[src/rtl/serial_adder_if.sv]
// Request/response bundle for serial_adder.
// The ovf signal exists only when SERIAL_ADDER_OVF_EN is defined.
interface serial_adder_if #(parameter int WIDTH = 8);
  logic             start;
  logic [WIDTH-1:0] a;
  logic [WIDTH-1:0] b;
  logic             cin;
  logic             busy;
  logic             done;
  logic [WIDTH-1:0] sum;
  logic             cout;
`ifdef SERIAL_ADDER_OVF_EN
  logic             ovf;
`endif

  modport master (
    output start, a, b, cin,
`ifdef SERIAL_ADDER_OVF_EN
    input  ovf,
`endif
    input  busy, done, sum, cout
  );

  modport slave (
    input  start, a, b, cin,
`ifdef SERIAL_ADDER_OVF_EN
    output ovf,
`endif
    output busy, done, sum, cout
  );
endinterface

[src/rtl/serial_adder.sv]
// Bit-serial WIDTH-bit adder: one full-adder cell plus a registered carry, LSB first.
// Define SERIAL_ADDER_OVF_EN to add the registered signed-overflow output.
module serial_adder #(
  parameter int WIDTH = 8
) (
  input  logic         clk,
  input  logic         rst_n,
  serial_adder_if.slave bus
);

  // state | meaning
  // IDLE  | waiting for start;  SHIFT | one bit per clock;  DONE | done pulse
  typedef enum logic [1:0] {IDLE, SHIFT, DONE} state_e;

  localparam int CW = (WIDTH > 1) ? $clog2(WIDTH) : 1;
  localparam logic [CW-1:0] LAST = CW'(WIDTH - 1);

  state_e           state_q;
  logic [WIDTH-1:0] a_sh_q, b_sh_q;
  logic [WIDTH-2:0] r_q;
  logic             c_q;
  logic [CW-1:0]    cnt_q;
  logic [WIDTH-1:0] sum_q;
  logic             cout_q;
  logic             busy_q;
  logic             done_q;

  logic             sum_bit_d;
  logic             carry_d;
  logic [WIDTH-1:0] r_d;

  // Full-adder cell; r_d is the result register with the new bit shifted in at the MSB.
  always_comb begin
    sum_bit_d = a_sh_q[0] ^ b_sh_q[0] ^ c_q;
    carry_d   = (a_sh_q[0] & b_sh_q[0]) | (c_q & (a_sh_q[0] ^ b_sh_q[0]));
    r_d       = {sum_bit_d, r_q};
  end

`ifdef SERIAL_ADDER_OVF_EN
  logic ovf_q;
  assign bus.ovf = ovf_q;

  always_ff @(posedge clk or negedge rst_n) begin
    if (!rst_n) begin
      ovf_q <= 1'b0;
    end else if (state_q == SHIFT && cnt_q == LAST) begin
      ovf_q <= c_q ^ carry_d;
    end
  end
`endif

  always_ff @(posedge clk or negedge rst_n) begin
    if (!rst_n) begin
      state_q <= IDLE;
      a_sh_q  <= '0;
      b_sh_q  <= '0;
      r_q     <= '0;
      c_q     <= 1'b0;
      cnt_q   <= '0;
      sum_q   <= '0;
      cout_q  <= 1'b0;
      busy_q  <= 1'b0;
      done_q  <= 1'b0;
    end else begin
      done_q <= 1'b0;
      case (state_q)
        IDLE: begin
          if (bus.start) begin
            a_sh_q  <= bus.a;
            b_sh_q  <= bus.b;
            c_q     <= bus.cin;
            cnt_q   <= '0;
            busy_q  <= 1'b1;
            state_q <= SHIFT;
          end
        end
        SHIFT: begin
          a_sh_q <= {1'b0, a_sh_q[WIDTH-1:1]};
          b_sh_q <= {1'b0, b_sh_q[WIDTH-1:1]};
          c_q    <= carry_d;
          r_q    <= r_d[WIDTH-1:1];
          if (cnt_q == LAST) begin
            sum_q   <= r_d;
            cout_q  <= carry_d;
            busy_q  <= 1'b0;
            done_q  <= 1'b1;
            state_q <= DONE;
          end else begin
            cnt_q <= cnt_q + CW'(1);
          end
        end
        DONE: begin
          state_q <= IDLE;
        end
        default: begin
          state_q <= IDLE;
        end
      endcase
    end
  end

  assign bus.busy = busy_q;
  assign bus.done = done_q;
  assign bus.sum  = sum_q;
  assign bus.cout = cout_q;

endmodule
[src/flat_wrapper.sv]
// flat-port wrapper written by rule: the top's interface ports become plain ports
module serial_adder_flat 
#(
  parameter int WIDTH = 8
)
  (clk, rst_n, bus_start, bus_a, bus_b, bus_cin, bus_busy, bus_done, bus_sum, bus_cout);
  serial_adder_if #(.WIDTH(WIDTH)) bus_i ();
  input  logic clk;
  input  logic rst_n;
  input wire logic [$bits(bus_i.start)-1:0] bus_start;
  input wire logic [$bits(bus_i.a)-1:0] bus_a;
  input wire logic [$bits(bus_i.b)-1:0] bus_b;
  input wire logic [$bits(bus_i.cin)-1:0] bus_cin;
  output wire logic [$bits(bus_i.busy)-1:0] bus_busy;
  output wire logic [$bits(bus_i.done)-1:0] bus_done;
  output wire logic [$bits(bus_i.sum)-1:0] bus_sum;
  output wire logic [$bits(bus_i.cout)-1:0] bus_cout;
  assign bus_i.start = bus_start;
  assign bus_i.a = bus_a;
  assign bus_i.b = bus_b;
  assign bus_i.cin = bus_cin;
  assign bus_busy = bus_i.busy;
  assign bus_done = bus_i.done;
  assign bus_sum = bus_i.sum;
  assign bus_cout = bus_i.cout;
  serial_adder #(.WIDTH(WIDTH)) u_core (.clk(clk), .rst_n(rst_n), .bus(bus_i));
endmodule
[config.mk]
export PLATFORM = sky130hd
export DESIGN_NAME = serial_adder_flat
export DESIGN_NICKNAME = d
export VERILOG_FILES = /design/src/rtl/serial_adder_if.sv /design/src/rtl/serial_adder.sv /design/src/flat_wrapper.sv
export SDC_FILE = /design/constraint.sdc
export NUM_CORES = 1
export LEC_CHECK = 0
export ABC_CLOCK_PERIOD_IN_PS = 1900
export BUFFER_PORTS_ARGS = -buffer_cell sky130_fd_sc_hd__buf_2
export CAP_MARGIN = 20
export CORE_ASPECT_RATIO = 1.4
export CORE_MARGIN = 2
export CORE_UTILIZATION = 50
export DETAILED_ROUTE_END_ITERATION = 7
export PLACE_DENSITY = 0.74
export SYNTH_ARGS = -nofsm -noshare
export SYNTH_HDL_FRONTEND = slang
export SYNTH_SLANG_ARGS = --single-unit
[constraint.sdc]
create_clock -name clk -period 1.9 [get_ports clk]
set_clock_uncertainty 0.2 [all_clocks]
set_input_delay 0.285 -clock clk [delete_from_list [all_inputs] [get_ports clk]]
set_output_delay 0.285 -clock clk [all_outputs]
set_load 0.05 [all_outputs]
# Word-level counts from Yosys, hierarchy flattened
# Cells that the tools add are included.
word_totals:
  ff_bits: 40
  in_bits: 20
  out_inout_bits: 11
  word_cells: 45
op_classes:
  n_addsub: 1
  eq_ne: 5
  n_mux: 17
  n_bitwise: 5
  reduce_logical: 7
ops:
  columns: ["op", "count"]
  rows:
  - ["$pmux 8 s2", 2]
  - ["$mux 8", 2]
  - ["$mux 3", 2]
  - ["$pmux 3 s2", 1]
  - ["$reduce_and 2->1", 3]
  - ["$reduce_and 3->1", 2]
  - ["$mux 1", 5]
  - ["$mux 2", 2]
  - ["$ne 2x2->1 const B", 2]
  - ["$pmux 1 s2", 2]
  - ["$pmux 2 s2", 1]
  - ["$add 3x1->3 const B", 1]
  - ["$eq 3x3->1 const B", 1]
  - ["$and 1x1->1", 2]
  - ["$eq 2x1->1 const B", 1]
  - ["$logic_not 2->1", 1]
  - ["$ne 2x1->1 const B", 1]
  - ["$reduce_bool 2->1", 1]
  - ["$xor 1x1->1", 2]
  - ["$or 1x1->1", 1]

# Depth between registers and ports, before layout
# Gate-level depths: netlist of run 1.
logic_depth:
  word_depth: 4
  mapped_depth: 6
  mapped_depth_nobuf: 5

# Worst setup path before layout of run 1
# OpenSTA, ideal clock, no wires.
synth_path:
  path_type: "reg-to-reg"
  startpoint: "register u_core.cnt_q[0]"
  endpoint: "register u_core.sum_q[0] (netlist: u_core.bus.sum[0])"
  setup_ns: 0.125
  arrival_time_ns: 1.321
  required_time_ns: 1.575
  setup_slack_ns: 0.254
  path_stages_with_launch: 6
  path_buffers: 0
  period_less_slack_ns: 1.646
  path_cell_list: "dfrtp_1 -> ha_1 -> ha_1 -> nand2_8 -> inv_6 -> mux2_4"
synth_between:
  elab_chain_len: 2
synth_lines:
  columns: ["element", "line", "text"]
  rows:
  - ["from (decl)", "serial_adder.sv:22", "logic [CW-1:0] cnt_q;"]
  - ["from (signal assigned)", "serial_adder.sv:89", "cnt_q <= cnt_q + CW'(1);"]
  - ["$eq 3x3->1", "serial_adder.sv:82", "if (cnt_q == LAST) begin"]
  - ["$reduce_and 2->1 (no source line)", null, null]
  - ["to (signal assigned)", "serial_adder.sv:83", "sum_q <= r_d;"]
  - ["to (decl)", "serial_adder.sv:23", "logic [WIDTH-1:0] sum_q;"]
# No other way between the ends.
# A chain may end at the register's enable or synchronous reset.

# Worst setup path in the final report of run 1
layout_path:
  startpoint: "register u_core.cnt_q[1]"
  endpoint: "register u_core.sum_q[4] (netlist: u_core.bus.sum[4])"
# Same word-level chain as after synthesis.

==> results of run 1 <==
## state kept, by name, summed over array words and instances (netlist names)
name and count:
u_core.c_q 1, u_core.state_q 2, u_core.bus.sum 8, u_core.cnt_q 3, u_core.bus.done 1, u_core.bus.cout 1, u_core.r_q 7, u_core.bus.busy 1
u_core.a_sh_q 8, u_core.b_sh_q 8
## worst min path at each step
stage,startpoint,to,slack [ns],depth (start not counted)
after floorplan,rst_n,u_core.a_sh_q[0],-0.21,0
after global placement,rst_n,u_core.cnt_q[2],0.16,2
after detailed placement,rst_n,u_core.cnt_q[1],0.17,2
after CTS,bus_a[7],u_core.a_sh_q[7],0.04,3
after global routing,bus_a[7],u_core.a_sh_q[7],0.07,3
final,bus_a[7],u_core.a_sh_q[7],0.04,3
## metrics by stage
stage / hold slack [ns] / setup WS, ns
final: 0.0402 / 0.119
after global routing: 0.0738 / 0.0483
after CTS: 0.0367 / 0.113
after detailed placement: 0.169 / 0.127
after global placement: 0.157 / 0.203
after floorplan: -0.211 / 0.254
## metal layers
layer / vias to the layer above / wire length, µm
met5: - / 0
met4: 0 / 59
met3: 6 / 136
met2: 29 / 1850
met1: 638 / 1440
li1: 622 / -
## power by group
part | internal, W | switching, W
registers | 0.00123 | 0.000261
clock network | 0.000395 | 0.000310
logic | 0.000753 | 0.000961
## logic make-up after synthesis
kind of cell,count (synthesis),synth area share
flops,40,0.531
buf+inv,13,0.0485
compound gates,28,0.145
simple gates,65,0.173
mux,10,0.0777
fa+ha+maj,3,0.0239
## repair_timing
item,in CTS,in global routing
resized for setup,0,0
hold endpoints to repair,40,0
hold buffers,1,0
## cell type report
class,instances,area (µm²),share of cell area
Multi-Input combinational cell,106,792,0.362
Sequential cell,40,1000,0.457
Tap cell,42,52.6,0.0240
Clock buffer,5,68.8,0.0314
Timing Repair Buffer,38,213,0.0971
Clock inverter,3,46.3,0.0211
Inverter,3,16.3,0.00743
## critical path, cell delays in order (launching register included)
cell and delay [ns]:
sky130_fd_sc_hd__dfrtp_1 0.38, sky130_fd_sc_hd__ha_1 0.17, sky130_fd_sc_hd__ha_1 0.37, sky130_fd_sc_hd__nand2_8 0.13
sky130_fd_sc_hd__inv_6 0.11, sky130_fd_sc_hd__mux2_4 0.30
## layout by cell type, fill, tap and decap left out, types with 2 or more instances in the layout
master and n:
sky130_fd_sc_hd__buf_4 7, sky130_fd_sc_hd__a211oi_2 8, sky130_fd_sc_hd__ha_1 2, sky130_fd_sc_hd__nor2_1 19, sky130_fd_sc_hd__o21ai_0 6, sky130_fd_sc_hd__nand2_1 24, sky130_fd_sc_hd__a22o_1 5, sky130_fd_sc_hd__mux2_4 9
sky130_fd_sc_hd__buf_2 30, sky130_fd_sc_hd__nand3b_1 7, sky130_fd_sc_hd__dfrtp_1 40, sky130_fd_sc_hd__clkbuf_8 5, sky130_fd_sc_hd__o221a_2 7, sky130_fd_sc_hd__inv_1 2, sky130_fd_sc_hd__nor3_1 8, sky130_fd_sc_hd__inv_6 2
==> reports/qor.csv, run 1 <==
metric;value;unit
outcome;completed;
vias;1295;
layout.cells.non_filler;237;
vdd_drop_max;0.00113;V
cts-root-buf;sky130_fd_sc_hd__clkbuf_8;
total_standard_cell_area_after_synthesis;1880;µm²
ys_ff_latch;40;
start_kind;flop;
timing_max_transition_violations_final;0;
synthArstFlopShare;1.00;
drt-pass1-iter-count;4;
fp.dieW;55.9;µm
relSlewSlack;0.670;
crit-reg2reg-capture;u_core.bus.sum[4];
dp_hpwl;2550;µm
cts_tree;yes;
timing_hold_violations_final;0;
layout.filler_cells;315;
tritoncts_num_sinks;40;
cp-end-kind;flop;
cts.htree.levels;2;
grt_pass1_wl;6310;µm
yosysMostFrequentCell;sky130_fd_sc_hd__dfrtp_1;
die_height;76.6;µm
routed_wl;3490;µm
place.port_buffers;30;
drive_above_1_share;0.390;
via_per_inst;5.46;
ys.flop_type;sky130_fd_sc_hd__dfrtp_1;
synth_enable_flop_cells;0;
reg2reg_from;u_core.cnt_q[1];
stdcell_area;2190;µm²
placedInstanceArea;2060;µm²
globalRouteMet2Util;0.325;
num_io_pins;31;
global_route.peak_usage_layer;met2;
mappedNetlistNets;182;
fmaxAchievable;0.561;GHz
pwr_per_cell_area;1790;nW/µm²
cts_max_path_buffers;2;
timing.critical_path.to;u_core.bus.sum[4];
final_util;0.601;
timing.setup.critical_path_class;flop to flop;
met1_track_demand_over_resource;0.224;
global_route.overflow_total;0;
synthesis.instances;159;
slew_at_the_pin_with_the_worst_max_slew_slack;0.496;ns
use_met3;0.0458;
track_usage;0.188;
layout.nets;217;
avg_wl_per_cell;14.7;µm
post_synth_main_area_contributors;sky130_fd_sc_hd__dfrtp_1 53%, sky130_fd_sc_hd__mux2_4 7.2%, sky130_fd_sc_hd__a211oi_2 5.3%;
finalCriticalPeriod;1.78;ns
initial_antenna_violation_count;0;
rsz_0062_raised_after_global_routing;false;
required;1.89;ns
drt_iter0_markers;28;
worst-r2r-setup-slack;0.12;ns
drv_cap;0;
die-area;4280;µm²
syn-mean-instance-area;11.9;µm²
cts_inserted_buffers;5;
initial_utilization;0.517;
std_cell_rows;26;
setup_viol;0;
route.detailed.drc;0;
final_antenna_net_count;0;
synth_seq_area_share;0.531;
critical_path_peak_fanout;7;
synth_top_area_frac;0.531;
fin_total_pwr;0.00391;W
placed_cells;228;
static-leakage-power;1.05;nW
min_path_type;input port to flop;
critical_path_arrival;1.77;ns
synth_cell_types;28;
synth.yosys.warnings;0;
worstRegToRegCells;5;
cts.clk_slew.worst_paths;0.08;ns
area_growth_syn_to_layout;16.2;%
clk_latency;0.30;ns
first_global_vias;1386;
core_area;3640;µm²
diodes;0;
place.gp.congestion;0.771;
critPathLaunch;u_core.cnt_q[1];
grt_max_degree;41;
finalSetupTns;0;ns
top_cell_type_by_total_area_after_synthesis;sky130_fd_sc_hd__dfrtp_1;
postCtsSetupRepairBufs;0;
min_period_over_period;0.938;
synth.top_cells.by_count;40 x sky130_fd_sc_hd__dfrtp_1, 24 x sky130_fd_sc_hd__nand2_1, 19 x sky130_fd_sc_hd__nor2_1;
No activity file was read; power rests on OpenSTA's default activity.
==> run 2: changes to the inputs <==
--- a/config.mk
+++ b/config.mk
@@ -5,7 +5,7 @@
 export SDC_FILE = /design/constraint.sdc
 export NUM_CORES = 1
 export LEC_CHECK = 0
-export ABC_CLOCK_PERIOD_IN_PS = 1900
+export ABC_CLOCK_PERIOD_IN_PS = 1750
 export BUFFER_PORTS_ARGS = -buffer_cell sky130_fd_sc_hd__buf_2
 export CAP_MARGIN = 20
 export CORE_ASPECT_RATIO = 1.4
==> constraint.sdc (replaced) <==
create_clock -name clk -period 1.75 [get_ports clk]
set_clock_uncertainty 0.2 [all_clocks]
set_input_delay 0.2625 -clock clk [delete_from_list [all_inputs] [get_ports clk]]
set_output_delay 0.2625 -clock clk [all_outputs]
set_load 0.05 [all_outputs]
==> reports/qor.csv, run 2 (synthesized netlist as in run 1, its figures left out) <==
metric;value;unit
outcome;completed;
pwr_per_cell_area;1930;nW/µm²
grt_pass1_wl;6020;µm
place.gp.congestion;0.792;
drt-pass1-iter-count;5;
required;1.74;ns
critical_path.max_stage_delay;0.38;ns
track_usage;0.182;
critical_path_peak_fanout;6;
slew_at_the_pin_with_the_worst_max_slew_slack;0.414;ns
diodes;0;
finalCriticalPeriod;1.62;ns
cts_max_path_buffers;2;
initial_utilization;0.517;
via_per_inst;5.44;
fp.dieW;55.9;µm
first_global_vias;1337;
timing_max_transition_violations_final;0;
tritoncts_num_sinks;40;
die-area;4280;µm²
drv_cap;0;
critPathLaunch;u_core.cnt_q[0];
critPathSlowestCell;sky130_fd_sc_hd__dfrtp_1;
clk_latency;0.30;ns
die_height;76.6;µm
global_route.overflow_total;0;
timing_hold_violations_final;0;
timing.hold.ws;0.0163;ns
critical_path_arrival;1.61;ns
route.detailed.drc;0;
min_period_over_period;0.926;
std_cell_rows;26;
dp_hpwl;2450;µm
setup_viol;0;
grt_max_degree;25;
cts.clk_slew.worst_paths;0.08;ns
stdcell_area;2220;µm²
commonest_cells_after_routing_fill_and_taps_aside;40 x sky130_fd_sc_hd__dfrtp_1, 30 x sky130_fd_sc_hd__buf_2, 24 x sky130_fd_sc_hd__nand2_1, 19 x sky130_fd_sc_hd__nor2_1, 9 x sky130_fd_sc_hd__mux2_4;
num_io_pins;31;
final_antenna_net_count;0;
start_kind;flop;
fmaxAchievable;0.617;GHz
cts-root-buf;sky130_fd_sc_hd__clkbuf_8;
place.port_buffers;30;
area_growth_syn_to_layout;17.6;%
min_path_type;input port to flop;
rsz_0062_raised_after_global_routing;false;
timing.critical_path.cells;ha_1 -> ha_4 -> nor2_2 -> mux2_2 -> a22o_1;
layout.cells.non_filler;236;
drt_iter0_markers;35;
cts.htree.levels;2;
finalSetupTns;0;ns
vdd_drop_max;0.00118;V
placedInstanceArea;2080;µm²
static-leakage-power;1.06;nW
min_from;bus_a[7];
cp-end-kind;flop;
routed_wl;3400;µm
cts_tree;yes;
critPathBufInv;0;
worst_path_dominant_cell_family;adder cells;
initial_antenna_violation_count;0;
layout.cells.most_common;sky130_fd_sc_hd__dfrtp_1;
reg2reg_from;u_core.cnt_q[0];
core_area;3640;µm²
layout.filler_cells;305;
placed_cells;227;
layout.nets;216;
cts_inserted_buffers;5;
drive_above_1_share;0.392;
vias;1285;
avg_wl_per_cell;14.4;µm
final_util;0.608;
timing.setup.critical_path_class;flop to flop;
relSlewSlack;0.724;
==> run 2: cell count changes in the layout (fill, tap and decap cells not counted) <==
cell / delta
sky130_fd_sc_hd__buf_4: -3
sky130_fd_sc_hd__buf_12: +2
sky130_fd_sc_hd__clkinv_2: +1
sky130_fd_sc_hd__ha_1: -1
sky130_fd_sc_hd__ha_4: +1
sky130_fd_sc_hd__inv_6: -1
==> run 2: power breakdown <==
group | leakage [nW] | internal (W) | switching [W]
Sequential | 0.480 | 0.00134 | 0.000271
Clock | 0.0541 | 0.000422 | 0.000339
Combinational | 0.522 | 0.000859 | 0.00105
Total | 1.06 | 0.00262 | 0.00166
==> run 2: layer usage <==
metal,GRT usage,part of all wire,wire length [µm],vias up
li1,-,-,-,618
met1,0.221,0.42,1440,610
met2,0.295,0.50,1690,48
met3,0.0543,0.061,206,9
met4,0.0857,0.020,68,0
met5,0,0,0,-
==> run 2: metrics by stage <==
step                worst slack (ns)  total power (W)
global route                  0.0469          0.00456
detailed placement           -0.0227          0.00353
global placement              0.0545          0.00344
finish                         0.129          0.00428
CTS                           0.0597          0.00431
floorplan                      0.104          0.00312
==> run 2: tightest hold or removal path, delay by kind of cell <==
kind,cells,cell delay [ns]
buffers and inverters,1,0.09
AO/OA/AOI/OAI,1,0.07
AND/OR/NAND/NOR,1,0.04
==> run 2: layout make-up <==
| class | instances | area, µm² | share of cell area |
|---|---|---|---|
| flip-flops and latches | 40 | 1000 | 0.452 |
| multi-input cells | 106 | 805 | 0.363 |
| repair buffers | 37 | 230 | 0.104 |
| clock buffers | 5 | 68.8 | 0.0311 |
| well taps | 42 | 52.6 | 0.0237 |
| clock inverters | 3 | 42.5 | 0.0192 |
| inverters | 3 | 16.3 | 0.00734 |
==> run 2: path summary, 6_finish.rpt <==
check | end | slack (ns) | cells after the start
min in group asynchronous | u_core.b_sh_q[6] | 0.22 | 2
hold / removal | u_core.a_sh_q[7] | 0.02 | 3
setup / recovery | u_core.cnt_q[0] | 0.13 | 5
setup reg to reg | u_core.cnt_q[0] | 0.13 | 5
max in group asynchronous | u_core.r_q[2] | 0.67 | 3
hold reg to reg | u_core.r_q[0] | 0.29 | 2
==> run 2: repair_timing <==
item                                    in CTS  in global routing
hold endpoints to repair                    16                  0
gates resized for setup                      1                  1
setup buffers                                0                  0
endpoints found under the setup margin       5                  2
hold buffers                                 1                  0
==> run 3: changes to the inputs <==
--- a/config.mk
+++ b/config.mk
@@ -5,7 +5,7 @@
 export SDC_FILE = /design/constraint.sdc
 export NUM_CORES = 1
 export LEC_CHECK = 0
-export ABC_CLOCK_PERIOD_IN_PS = 1750
+export ABC_CLOCK_PERIOD_IN_PS = 1800
 export BUFFER_PORTS_ARGS = -buffer_cell sky130_fd_sc_hd__buf_2
 export CAP_MARGIN = 20
 export CORE_ASPECT_RATIO = 1.4
@@ -13,6 +13,7 @@
 export CORE_UTILIZATION = 50
 export DETAILED_ROUTE_END_ITERATION = 7
 export PLACE_DENSITY = 0.74
+export SLEW_MARGIN = 30
 export SYNTH_ARGS = -nofsm -noshare
 export SYNTH_HDL_FRONTEND = slang
 export SYNTH_SLANG_ARGS = --single-unit
==> constraint.sdc (replaced) <==
create_clock -name clk -period 1.8 [get_ports clk]
set_clock_uncertainty 0.2 [all_clocks]
set_input_delay 0.27 -clock clk [delete_from_list [all_inputs] [get_ports clk]]
set_output_delay 0.27 -clock clk [all_outputs]
set_load 0.05 [all_outputs]
==> reports/qor.csv, run 3 (synthesized netlist as in run 1, its figures left out) <==
metric;value;unit
outcome;completed;
routed_wl;3440;µm
pwr_per_cell_area;1880;nW/µm²
critPathBufInv;0;
timing.setup.critical_path_class;flop to flop;
layout.cells.most_common;sky130_fd_sc_hd__dfrtp_1;
drt-pass1-iter-count;4;
final_antenna_net_count;0;
first_global_vias;1255;
vdd_drop_max;0.00132;V
critPathLaunch;u_core.cnt_q[0];
placedInstanceArea;2070;µm²
via_per_inst;5.42;
grt_max_degree;41;
min_from;bus_b[7];
dp_hpwl;2500;µm
critical_path_arrival;1.68;ns
layout.nets;215;
track_usage;0.177;
drv_cap;0;
critical_path_peak_fanout;6;
vias;1274;
min_path_type;input port to flop;
final_util;0.604;
die_height;76.6;µm
die-area;4280;µm²
fp.dieW;55.9;µm
cts.htree.levels;2;
drt_iter0_markers;39;
min_period_over_period;0.936;
slew_at_the_pin_with_the_worst_max_slew_slack;0.468;ns
area_growth_syn_to_layout;16.9;%
clk_latency;0.30;ns
fin_total_pwr;0.00415;W
diodes;0;
timing.final.ws_setup;0.116;ns
std_cell_rows;26;
critical_path.max_stage_delay;0.39;ns
rsz_0062_raised_after_global_routing;false;
start_kind;flop;
finalSetupTns;0;ns
dpl_worst_slack;0.0210;ns
postCtsSetupRepairBufs;0;
setup_viol;0;
place.gp.congestion;0.747;
worst_path_dominant_cell_family;adder cells;
tritoncts_num_sinks;40;
initial_antenna_violation_count;0;
initial_utilization;0.517;
timing_max_transition_violations_final;0;
static-leakage-power;1.05;nW
num_io_pins;31;
critPathSlowestCell;sky130_fd_sc_hd__dfrtp_1;
cts_tree;yes;
required;1.80;ns
core_area;3640;µm²
relSlewSlack;0.687;
stdcell_area;2200;µm²
commonest_cells_after_routing_fill_and_taps_aside;40 x sky130_fd_sc_hd__dfrtp_1, 30 x sky130_fd_sc_hd__buf_2, 24 x sky130_fd_sc_hd__nand2_1, 19 x sky130_fd_sc_hd__nor2_1, 9 x sky130_fd_sc_hd__mux2_4;
finalCriticalPeriod;1.68;ns
cts-root-buf;sky130_fd_sc_hd__clkbuf_8;
cts_max_path_buffers;2;
avg_wl_per_cell;14.6;µm
reg2reg_from;u_core.cnt_q[0];
timing_hold_violations_final;0;
cts.clk_slew.worst_paths;0.08;ns
fmaxAchievable;0.594;GHz
cts_inserted_buffers;5;
drive_above_1_share;0.389;
timing.critical_path.cells;ha_1 -> ha_2 -> nor2_2 -> mux2_2 -> a22o_1;
global_route.overflow_total;0;
place.port_buffers;30;
route.detailed.drc;0;
cp-end-kind;flop;
grt_pass1_wl;5850;µm
[run 3: cell count changes in the layout (fill, tap and decap cells not counted), sizes merged]
cell,before,now
buf,36,35
clkinv,1,0
inv,3,4
[run 3: layout make-up]
type	count	area, µm²
clock buffers	5	68.8
well taps	42	52.6
repair buffers	36	223
flip-flops and latches	40	1000
fillers	301	1440
inverters	3	16.3
multi-input cells	106	795
clock inverters	3	46.3
[run 3: metrics by stage]
| step | instances | hold slack, ns |
|---|---|---|
| 3_5_place_dp | 226 | 0.0535 |
| 3_3_place_gp | 226 | 0.0493 |
| 2_1_floorplan | 159 | -0.226 |
| 6_report | 235 | 0.00429 |
| 4_1_cts | 235 | 0.00600 |
| 5_1_grt | 235 | 0.0397 |
[run 3: worst min-delay path: stages]
cell                      delay [ns]
sky130_fd_sc_hd__buf_2          0.10
sky130_fd_sc_hd__nand2_1        0.04
sky130_fd_sc_hd__o21ai_0        0.06
[run 3: repair_timing]
action / in CTS / in global routing
endpoints found under the setup margin: 0 / 5
gates resized for setup: 0 / 1
hold buffers: 1 / 0
hold endpoints to repair: 40 / 0
[run 3: path summary, 6_finish.rpt]
kind | to | slack, ns | depth (start not counted)
setup / recovery | u_core.cnt_q[0] | 0.12 | 5
max in group asynchronous | u_core.b_sh_q[1] | 0.95 | 3
hold / removal | u_core.b_sh_q[7] | 0.004 | 3
min in group asynchronous | u_core.cnt_q[2] | 0.26 | 3
setup reg to reg | u_core.cnt_q[0] | 0.12 | 5
hold reg to reg | u_core.r_q[0] | 0.30 | 2
[run 3: routing by layer]
layer,part of all wire,vias to the layer above,global-route usage
li1,-,618,-
met1,0.44,612,0.225
met2,0.49,35,0.286
met3,0.041,9,0.0306
met4,0.029,0,0.0929
met5,0,-,0
[run 3: report_power, final]
group	switching [W]	total, W	internal [W]
clock network	0.000341	0.000758	0.000418
registers	0.000283	0.00158	0.00130
logic	0.000997	0.00181	0.000809
total	0.00162	0.00415	0.00253
